===== config.mk =====
export PLATFORM = sky130hd
export DESIGN_NAME = soc_pwm_dt_flat
export DESIGN_NICKNAME = d
export VERILOG_FILES = /design/src/rtl/soc_pwm_dt_if.sv /design/src/rtl/soc_pwm_dt.sv /design/src/flat_wrapper.sv
export SDC_FILE = /design/constraint.sdc
export NUM_CORES = 1
export LEC_CHECK = 0
export ABC_AREA = 1
export CELL_PAD_IN_SITES_DETAIL_PLACEMENT = 1
export CELL_PAD_IN_SITES_GLOBAL_PLACEMENT = 2
export CORE_MARGIN = 3
export CORE_UTILIZATION = 38
export CTS_CLUSTER_DIAMETER = 200
export CTS_CLUSTER_SIZE = 28
export DETAILED_ROUTE_END_ITERATION = 7
export GPL_ROUTABILITY_DRIVEN = 0
export PLACE_DENSITY = 0.81
export SLEW_MARGIN = 10
export SYNTH_ARGS = -nofsm -noshare
export SYNTH_HDL_FRONTEND = slang
export SYNTH_SLANG_ARGS = --single-unit

===== constraint.sdc =====
create_clock -name clk -period 3.2 [get_ports clk]
set_input_delay 0.32 -clock clk [delete_from_list [all_inputs] [get_ports clk]]
set_output_delay 0.32 -clock clk [all_outputs]
set_load 0.02 [all_outputs]

===== src/rtl/soc_pwm_dt_if.sv =====
// SoC memory bus: one-cycle request phase, read data returned with rvalid.
// The slave presents rdata/rvalid a fixed number of cycles after a read request.
interface SoC_MemBus;
    logic        req;
    logic        we;
    logic [31:0] addr;
    logic [31:0] wdata;
    logic [31:0] rdata;
    logic        rvalid;

    modport Slave (
        input  req, we, addr, wdata,
        output rdata, rvalid
    );

    modport Master (
        output req, we, addr, wdata,
        input  rdata, rvalid
    );
endinterface


===== src/rtl/soc_pwm_dt.sv =====
// Multi-channel PWM with double-buffered duty, polarity, load lock/irq
// and complementary outputs with programmable dead-time insertion.
module soc_pwm_dt #(
    parameter int BUS_LATENCY = 1,
    parameter int CHANNELS    = 4,
    parameter int TIMER_COUNT = 1,
    parameter int COUNT_WIDTH = 32,
    parameter int DT_WIDTH    = 8
) (
    input  logic                                    clk,
    input  logic                                    res,
    input  logic [TIMER_COUNT-1:0][COUNT_WIDTH-1:0] timer_counts,
    output logic [CHANNELS-1:0]                     pwm_p,
    output logic [CHANNELS-1:0]                     pwm_n,
    output logic [CHANNELS-1:0]                     irq,
    SoC_MemBus.Slave                                mem_bus
);

    localparam logic [3:0]  REG_CTRL  = 4'd0;
    localparam logic [3:0]  REG_VALUE = 4'd1;
    localparam logic [3:0]  REG_NEXT  = 4'd2;
    localparam logic [3:0]  REG_DT    = 4'd3;
    localparam logic [3:0]  REG_STAT  = 4'd4;
    localparam logic [12:0] CTRL_MASK = 13'h1F0F;

    typedef enum logic [1:0] {
        ST_LOW,
        ST_DT_RISE,
        ST_HIGH,
        ST_DT_FALL
    } pwm_st_e;

    function automatic logic [31:0] f_wrval(
        input logic [31:0] old,
        input logic [31:0] d,
        input logic [1:0]  t
    );
        case (t)
            2'd0:    f_wrval = d;
            2'd1:    f_wrval = old | d;
            2'd2:    f_wrval = old & ~d;
            default: f_wrval = old ^ d;
        endcase
    endfunction

    logic [3:0]  w_ch;
    logic [3:0]  w_reg;
    logic [1:0]  w_typ;
    logic        w_wr;
    logic        w_rd;
    logic [31:0] w_rdata;
    logic [31:0] w_ch_rd [CHANNELS];
    logic        w_unused;

    assign w_ch     = mem_bus.addr[11:8];
    assign w_reg    = mem_bus.addr[7:4];
    assign w_typ    = mem_bus.addr[3:2];
    assign w_wr     = mem_bus.req & mem_bus.we;
    assign w_rd     = mem_bus.req & ~mem_bus.we;
    assign w_unused = ^{mem_bus.addr[31:12], mem_bus.addr[1:0]};

    // Out-of-range channels fall through to zero.
    always_comb begin
        w_rdata = '0;
        for (int c = 0; c < CHANNELS; c++) begin
            if (w_ch == 4'(c)) begin
                w_rdata = w_ch_rd[c];
            end
        end
    end

    logic [BUS_LATENCY-1:0]       r_rv;
    logic [BUS_LATENCY-1:0][31:0] r_rd;

    always_ff @(posedge clk or negedge res) begin
        if (!res) begin
            r_rv <= '0;
            r_rd <= '0;
        end else begin
            r_rv[0] <= w_rd;
            r_rd[0] <= w_rd ? w_rdata : '0;
            for (int k = 1; k < BUS_LATENCY; k++) begin
                r_rv[k] <= r_rv[k-1];
                r_rd[k] <= r_rd[k-1];
            end
        end
    end

    assign mem_bus.rvalid = r_rv[BUS_LATENCY-1];
    assign mem_bus.rdata  = r_rd[BUS_LATENCY-1];

    for (genvar i = 0; i < CHANNELS; i++) begin : g_ch
        logic [12:0]            r_ctrl;
        logic [COUNT_WIDTH-1:0] r_val;
        logic [COUNT_WIDTH-1:0] r_next;
        logic [COUNT_WIDTH-1:0] w_cnt;
        logic [DT_WIDTH-1:0]    r_dt;
        logic [DT_WIDTH-1:0]    r_dtc;
        logic [DT_WIDTH-1:0]    w_dtc;
        logic                   r_flag;
        logic                   r_irq;
        logic                   r_p;
        logic                   r_n;
        logic [31:0]            w_rdv;
        pwm_st_e                r_st;
        pwm_st_e                w_st;
        logic                   w_sel;
        logic                   w_idx_ok;
        logic                   w_en;
        logic                   w_cmp;
        logic                   w_pol;
        logic                   w_raw;
        logic                   w_load;
        logic                   w_p;
        logic                   w_n;

        assign w_sel = w_wr && (w_ch == 4'(i));
        assign w_en  = r_ctrl[8];
        assign w_pol = r_ctrl[9];
        assign w_cmp = r_ctrl[10];

        always_comb begin
            w_cnt    = '0;
            w_idx_ok = 1'b0;
            for (int t = 0; t < TIMER_COUNT; t++) begin
                if (r_ctrl[3:0] == 4'(t)) begin
                    w_cnt    = timer_counts[t];
                    w_idx_ok = 1'b1;
                end
            end
        end

        assign w_raw  = w_en & w_idx_ok & (w_cnt < r_val);
        assign w_load = w_en & ~r_ctrl[11] & w_idx_ok & (w_cnt == '0);

        always_ff @(posedge clk or negedge res) begin
            if (!res) begin
                r_ctrl <= '0;
                r_val  <= '0;
                r_next <= '0;
                r_dt   <= '0;
                r_flag <= 1'b0;
                r_irq  <= 1'b0;
            end else begin
                if (w_load) begin
                    r_val <= r_next;
                end
                if (w_sel && w_reg == REG_CTRL) begin
                    r_ctrl <= 13'(f_wrval(32'(r_ctrl), mem_bus.wdata, w_typ))
                              & CTRL_MASK;
                end
                if (w_sel && w_reg == REG_NEXT) begin
                    r_next <= COUNT_WIDTH'(f_wrval(32'(r_next), mem_bus.wdata, w_typ));
                end
                if (w_sel && w_reg == REG_DT) begin
                    r_dt <= DT_WIDTH'(f_wrval(32'(r_dt), mem_bus.wdata, w_typ));
                end
                // A load in the same cycle as a clear keeps the flag set.
                if (w_load) begin
                    r_flag <= 1'b1;
                end else if (w_sel && w_reg == REG_STAT && mem_bus.wdata[0]) begin
                    r_flag <= 1'b0;
                end
                r_irq <= r_flag & r_ctrl[12];
            end
        end

        always_comb begin
            w_rdv = '0;
            case (w_reg)
                REG_CTRL:  w_rdv = 32'(r_ctrl);
                REG_VALUE: w_rdv = 32'(r_val);
                REG_NEXT:  w_rdv = 32'(r_next);
                REG_DT:    w_rdv = 32'(r_dt);
                REG_STAT:  w_rdv = {31'd0, r_flag};
                default:   w_rdv = '0;
            endcase
        end

        assign w_ch_rd[i] = w_rdv;

        always_comb begin
            w_st  = r_st;
            w_dtc = r_dtc;
            if (!w_en || !w_cmp) begin
                w_st = ST_LOW;
            end else begin
                unique case (r_st)
                    ST_LOW: begin
                        if (w_raw) begin
                            w_st  = ST_DT_RISE;
                            w_dtc = r_dt;
                        end
                    end
                    ST_DT_RISE: begin
                        if (!w_raw) begin
                            w_st = ST_LOW;
                        end else if (r_dtc == '0) begin
                            w_st = ST_HIGH;
                        end else begin
                            w_dtc = r_dtc - DT_WIDTH'(1);
                        end
                    end
                    ST_HIGH: begin
                        if (!w_raw) begin
                            w_st  = ST_DT_FALL;
                            w_dtc = r_dt;
                        end
                    end
                    ST_DT_FALL: begin
                        if (w_raw) begin
                            w_st = ST_HIGH;
                        end else if (r_dtc == '0) begin
                            w_st = ST_LOW;
                        end else begin
                            w_dtc = r_dtc - DT_WIDTH'(1);
                        end
                    end
                endcase
            end
        end

        // Outputs are decoded from the next state so they register with it.
        assign w_p = w_en & (w_cmp ? (w_st == ST_HIGH) : w_raw);
        assign w_n = w_en & w_cmp & (w_st == ST_LOW);

        always_ff @(posedge clk or negedge res) begin
            if (!res) begin
                r_st  <= ST_LOW;
                r_dtc <= '0;
                r_p   <= 1'b0;
                r_n   <= 1'b0;
            end else begin
                r_st  <= w_st;
                r_dtc <= w_dtc;
                r_p   <= w_p ^ w_pol;
                r_n   <= w_n ^ w_pol;
            end
        end

        assign pwm_p[i] = r_p;
        assign pwm_n[i] = r_n;
        assign irq[i]   = r_irq;
    end

endmodule


===== src/flat_wrapper.sv =====
// flat-port wrapper written by rule: the top's interface ports become plain ports
module soc_pwm_dt_flat 
#(
    parameter int BUS_LATENCY = 1,
    parameter int CHANNELS    = 4,
    parameter int TIMER_COUNT = 1,
    parameter int COUNT_WIDTH = 32,
    parameter int DT_WIDTH    = 8
)
  (clk, res, timer_counts, pwm_p, pwm_n, irq, mem_bus_req, mem_bus_we, mem_bus_addr, mem_bus_wdata, mem_bus_rdata, mem_bus_rvalid);
  SoC_MemBus mem_bus_i ();
  input  logic clk;
  input  logic res;
  input  logic [TIMER_COUNT-1:0][COUNT_WIDTH-1:0] timer_counts;
  output logic [CHANNELS-1:0] pwm_p;
  output logic [CHANNELS-1:0] pwm_n;
  output logic [CHANNELS-1:0] irq;
  input wire logic [$bits(mem_bus_i.req)-1:0] mem_bus_req;
  input wire logic [$bits(mem_bus_i.we)-1:0] mem_bus_we;
  input wire logic [$bits(mem_bus_i.addr)-1:0] mem_bus_addr;
  input wire logic [$bits(mem_bus_i.wdata)-1:0] mem_bus_wdata;
  output wire logic [$bits(mem_bus_i.rdata)-1:0] mem_bus_rdata;
  output wire logic [$bits(mem_bus_i.rvalid)-1:0] mem_bus_rvalid;
  assign mem_bus_i.req = mem_bus_req;
  assign mem_bus_i.we = mem_bus_we;
  assign mem_bus_i.addr = mem_bus_addr;
  assign mem_bus_i.wdata = mem_bus_wdata;
  assign mem_bus_rdata = mem_bus_i.rdata;
  assign mem_bus_rvalid = mem_bus_i.rvalid;
  soc_pwm_dt #(.BUS_LATENCY(BUS_LATENCY), .CHANNELS(CHANNELS), .TIMER_COUNT(TIMER_COUNT), .COUNT_WIDTH(COUNT_WIDTH), .DT_WIDTH(DT_WIDTH)) u_core (.clk(clk), .res(res), .timer_counts(timer_counts), .pwm_p(pwm_p), .pwm_n(pwm_n), .irq(irq), .mem_bus(mem_bus_i));
endmodule

== After elaboration in Yosys (flattened, before gate mapping) ==
Cells that the tools add are included.

* Eq/ne operators: 41
* Magnitude comparators: 4
* Reductions and logical operators: 67
* Add/sub/neg operators: 4
* Muxes and demuxes: 97
* Bitwise gates (word level): 92

{| class="wikitable"
|+ Operators by type and width
! cell !! number
|-
| $pmux W32 S5 || 4
|-
| $pmux W32 S3 || 4
|-
| $mux W32 || 9
|-
| $mux W8 || 20
|-
| $pmux W13 S3 || 4
|-
| $and A32 B32 Y32 || 4
|-
| $logic_not A32 Y1 || 4
|-
| $lt A32 B32 Y1 || 4
|-
| $or A32 B32 Y32 || 4
|-
| $pmux W8 S4 || 4
|-
| $xor A32 B32 Y32 || 4
|-
| $pmux W8 S3 || 4
|-
| $mux W2 || 28
|-
| $and A13 B13 Y13 || 4
|-
| $or A13 B13 Y13 || 4
|-
| $xor A13 B13 Y13 || 4
|-
| $and A1 B1 Y1 || 38
|-
| $and A8 B8 Y8 || 4
|-
| $logic_not A8 Y1 || 4
|-
| $not A32 Y32 || 1
|-
| $or A8 B8 Y8 || 4
|-
| $pmux W2 S4 || 4
|-
| $sub A8 B1 Y8 const B || 4
|-
| $xor A8 B8 Y8 || 4
|-
| other kinds (17) || 133
|}

* Input port bits: 100
* Logic and storage cells: 347
* Output and inout bits: 45
* Flip-flop bits (word level): 413

== Longest topological paths before layout ==
* Depth after elaboration: 11
* Depth in mapped cells: 21

== Worst setup path after synthesis ==
Ideal clock, no wire load.

* Path type: register to register
* Start point: register u_core.g_ch[0].r_ctrl[3]
* End point: register u_core.g_ch[0].r_dtc[0]
* Required time: 3.082 ns
* Path slack: 0.739 ns
* Arrival: 2.344 ns
* Library setup time: 0.118 ns
* Cell stages (with the launch flop): 17
* Cell sequence: dfrtp_1 -> nor2_1 -> nand2_2 -> buf_4 -> buf_4 -> nor2_1 -> ha_1 -> a21oi_1 -> o21ai_0 -> o21bai_1 -> nand4_1 -> inv_1 -> nand3_1 -> nand2_2 -> nand2_1 -> nand2_1 -> nand2_1

* Word-level cells in the longest chain between the ends: 6

{| class="wikitable"
|+ Ends and longest elaborated chain
! item !! line !! source
|-
| from (decl) || soc_pwm_dt.sv:93 || <nowiki>logic [12:0] r_ctrl;</nowiki>
|-
| from (signal assigned) || soc_pwm_dt.sv:149 || <nowiki>r_ctrl <= 13'(f_wrval(32'(r_ctrl), mem_bus.wdata, w_typ))</nowiki>
|-
| $logic_not A4 Y1 (*) || soc_pwm_dt.sv:126 || <nowiki>if (r_ctrl[3:0] == 4'(t)) begin</nowiki>
|-
| $mux W32 or $mux W1 (tied branches) || soc_pwm_dt.sv:126 ||
|-
| $lt A32 B32 Y1 or $and A1 B1 Y1 (tied branches) || soc_pwm_dt.sv:133 || <nowiki>assign w_raw = w_en & w_idx_ok & (w_cnt < r_val);</nowiki>
|-
| $and A1 B1 Y1 (*) || soc_pwm_dt.sv:133 ||
|-
| $ne A2 B2 Y1 (no line) or $ne A2 B1 Y1 (tied branches) || -- ||
|-
| $reduce_and A5 Y1 (no line) (*) || -- ||
|-
| to (signal assigned) || soc_pwm_dt.sv:235 || <nowiki>r_dtc <= w_dtc;</nowiki>
|-
| to (decl) || soc_pwm_dt.sv:98 || <nowiki>logic [DT_WIDTH-1:0] r_dtc;</nowiki>
|}

Every way passes the cells marked *; elsewhere a longest branch is shown, timed or not.
A chain may end at the register's enable or synchronous reset.

== Worst setup path in the final report ==
* Start point: register u_core.g_ch[0].r_ctrl[3]
* End point: register u_core.g_ch[0].r_dtc[7]

The elaborated chain is that of the path after synthesis.

==> metrics.yaml <==
setup_path:
  critPathLaunchType: "flop"
  r2r_slack_ns: 0.18
  r2r_start: "u_core.g_ch[0].r_ctrl[3]"
  end_kind: "flop"
  reg2reg_depth: 18
  required_ns: 3.68
  path_max_fanout: 22
  arrival_ns: 3.50
  critPathKind: "flop to flop"
  reg2reg_to: "u_core.g_ch[0].r_dtc[7]"
clock_tree:
  clkSinkCount: 413
  cts_made_buffers: 18
  clk_pin_slew_ns: 0.14
  clk_latency_ns: 0.60
  cts_root_buf: "clkbuf_16"
  cts_max_level: 1
  cts_tree: "yes"
  clockBufferDepth: 3
sta:
  fin_skew_ns: 0.0300
  finalMaxSlewViolations: 0
  relSlewSlack: 0.304
  worst_pin_slew_ns: 1.04
  period_needed_ns: 3.02
  max_freq_ghz: 0.331
  timing.hold.ws_ns: 0.181
  setup-violations-final: 0
  timing.final.crit_share: 0.944
  hold_viol: 0
route:
  drc: 0
  wire_per_inst_um: 24.9
  routed_wl_mm: 124
  ant_nets: 0
  drtIter0Drc: 2069
  vias: 28800
  vias_per_cell: 5.77
  drt_first_pass_iters: 5
placement:
  placed_cells: 4962
  hpwl_mm: 91.4
  io_buffers: 122
die:
  die_h_um: 294
  rows: 104
  start_util: 0.387
  die_w_um: 294
  core_region_area_um2: 81300
  ios: 145
  dieArea_um2: 86400
power_and_ir_drop:
  power.leakage_nw: 16.9
  power_density_nw_per_um2: 339
  ir_drop_v: 0.000329
yosys:
  yosysWarnings: 0
  syn_inst: 3815
  synth.distinct_cells: 48
  synth_seq_cells: 413
  synth_edf_count: 0
  synth_area_leaders: "dfrtp_1 33%, ha_1 21%, nand2_1 7.6%, o21ai_0 6.1%, inv_1 5.8%"
  avgSynthCellArea_um2: 8.25
  synth_top_cell_area_share: 0.328
  synth_area_leader_cell: "dfrtp_1"
  ys_seq_area_frac: 0.328
  syn-cell-area_um2: 31500
  ys.flop_type: "dfrtp_1"
  synth-async-reset-ratio: 1.00
  syn_nets: 4439
grt:
  grtUsageTotal: 0.284
  grt_pass1_vias: 28800
  grt_overflow: 0
  grt_max_degree: 131
  antenna_found_initial: 3
  grt_pass1_wl_mm: 188
finish:
  synthToLayoutAreaGrowth_pct: 12.2
  final_common_cell: "nand2_1"
  nets: 4551
  instances_no_fill: 4987
  fillers: 9739
  final_cell_mix: "632 x nand2_1, 524 x ha_1, 486 x inv_1"
  drive_above_1_share: 0.0833
  antennaDiodeCount: 0
hold_path:
  min_path_type: "input port to asynchronous set/reset pin"
job:
  cap_violations: 0
run_status:
  status: "complete, no violations"
[worst max path at each step]
| stage | start | end | slack, ns | cells after the start |
|---|---|---|---|---|
| 2_1_floorplan | u_core.g_ch[0].r_ctrl[3] | u_core.g_ch[0].r_dtc[0] | 0.74 | 16 |
| 3_3_place_gp | timer_counts[31] | u_core.g_ch[0].r_dtc[7] | -0.20 | 17 |
| 3_5_place_dp | timer_counts[31] | u_core.g_ch[0].r_dtc[5] | -0.25 | 17 |
| 4_1_cts | u_core.g_ch[2].r_ctrl[2] | u_core.g_ch[2].r_dtc[5] | 0.009 | 18 |
| 5_1_grt | u_core.g_ch[0].r_ctrl[3] | u_core.g_ch[0].r_dtc[1] | -0.009 | 17 |
| 6_report | u_core.g_ch[0].r_ctrl[3] | u_core.g_ch[0].r_dtc[7] | 0.18 | 18 |
[power by group]
part	switching (W)	total [W]	internal, W
logic	0.00193	0.00295	0.00102
clock network	0.00193	0.00301	0.00108
registers	0.000412	0.00603	0.00561
total	0.00427	0.0120	0.00771
[worst max-delay path, stage by stage, from the launching register on]
cell and delay (ns):
dfrtp_1 0.43, nor2_2 0.16, nand2_2 0.09, buf_12 0.16
nor2_1 0.23, ha_1 0.20, nand2_1 0.06, nor2_1 0.15
nand2_1 0.11, buf_4 0.15, nor4_2 0.23, buf_4 0.18
nand2_2 0.12, buf_4 0.17, nand3_1 0.07, nand2_2 0.08
buf_4 0.17, nand3_1 0.07, nand2_1 0.06
[routing by layer]
layer  global-route usage  vias to the layer above  share of wire
met5                    0                        -        0.00010
met1                0.386                    14500           0.45
met4               0.0865                        2          0.035
met3               0.0264                      160          0.041
met2                0.479                      701           0.47
li1                     -                    13400              -
[cells by family after synthesis]
family | synth area share
xor+xnor | 0.00612
compound gates | 0.227
simple gates | 0.136
buf+inv | 0.0946
fa+ha+maj | 0.208
flops | 0.328
[flip-flops by register name (all words and copies together), names as in the netlist]
| signal | cells |
|---|---|
| u_core.g_ch.r_next | 128 |
| u_core.g_ch.r_val | 128 |
| u_core.g_ch.r_ctrl | 36 |
| u_core.g_ch.r_dt | 32 |
| u_core.g_ch.r_dtc | 32 |
| u_core.mem_bus.rdata | 32 |
| u_core.g_ch.r_st | 8 |
| u_core.g_ch.r_flag | 4 |
| u_core.g_ch.r_irq | 4 |
| u_core.g_ch.r_n | 4 |
| u_core.g_ch.r_p | 4 |
| u_core.mem_bus.rvalid | 1 |
[per-stage QoR]
stage	utilization	setup TNS [ns]	instance area (µm²)	total power (W)	worst slack, ns
2_1_floorplan	-	0	31500	0.00783	0.739
3_3_place_gp	0.427	-1.74	34700	0.00899	-0.201
4_1_cts	0.433	0	35200	0.0121	0.00902
5_1_grt	0.434	-0.0127	35300	0.0127	-0.00912
6_report	0.434	0	35300	0.0120	0.180
3_5_place_dp	0.427	-2.17	34700	0.00907	-0.254
[timing repair]
item,in CTS,in global routing
hold buffers,1,0
gates cloned,0,0
buffers inserted,0,4
endpoints found under the setup margin,9,37
pin swaps,0,2
endpoints found under the hold margin,143,0
resized for setup,2,17
[cell usage after synthesis, types with 2 or more instances]
library cell,instances
nor3_1,20
buf_2,40
nor2_4,5
a21oi_1,131
o21a_1,3
o21ai_1,59
ha_1,524
o22ai_1,80
o211ai_1,160
buf_4,20
a221oi_1,35
nor2_1,217
nand4_1,21
inv_1,487
o21ai_0,381
a31oi_1,7
o221ai_1,136
dfrtp_1,413
a41oi_1,2
clkbuf_1,116
inv_2,10
o2111ai_1,30
buf_1,4
buf_6,25
or2_1,2
xor2_1,11
nand3_1,70
or3_1,2
nor2_2,9
a211oi_1,9
nand2_2,11
nor4_1,38
nand2_1,635
o31ai_1,2
xnor2_1,11
o311ai_0,8
o21ai_2,64
clkinv_1,7
[cell type report]
class                   count  area, µm²  share of cell area
inverters                 504       1890              0.0536
well taps                1060       1330              0.0375
repair buffers            298       2980              0.0842
clock inverters             1       8.76            0.000248
flip-flops and latches    413      10300               0.293
multi-input cells        2692      18300               0.518
clock buffers              19        475              0.0135
Power figures use the tool's default switching activity.
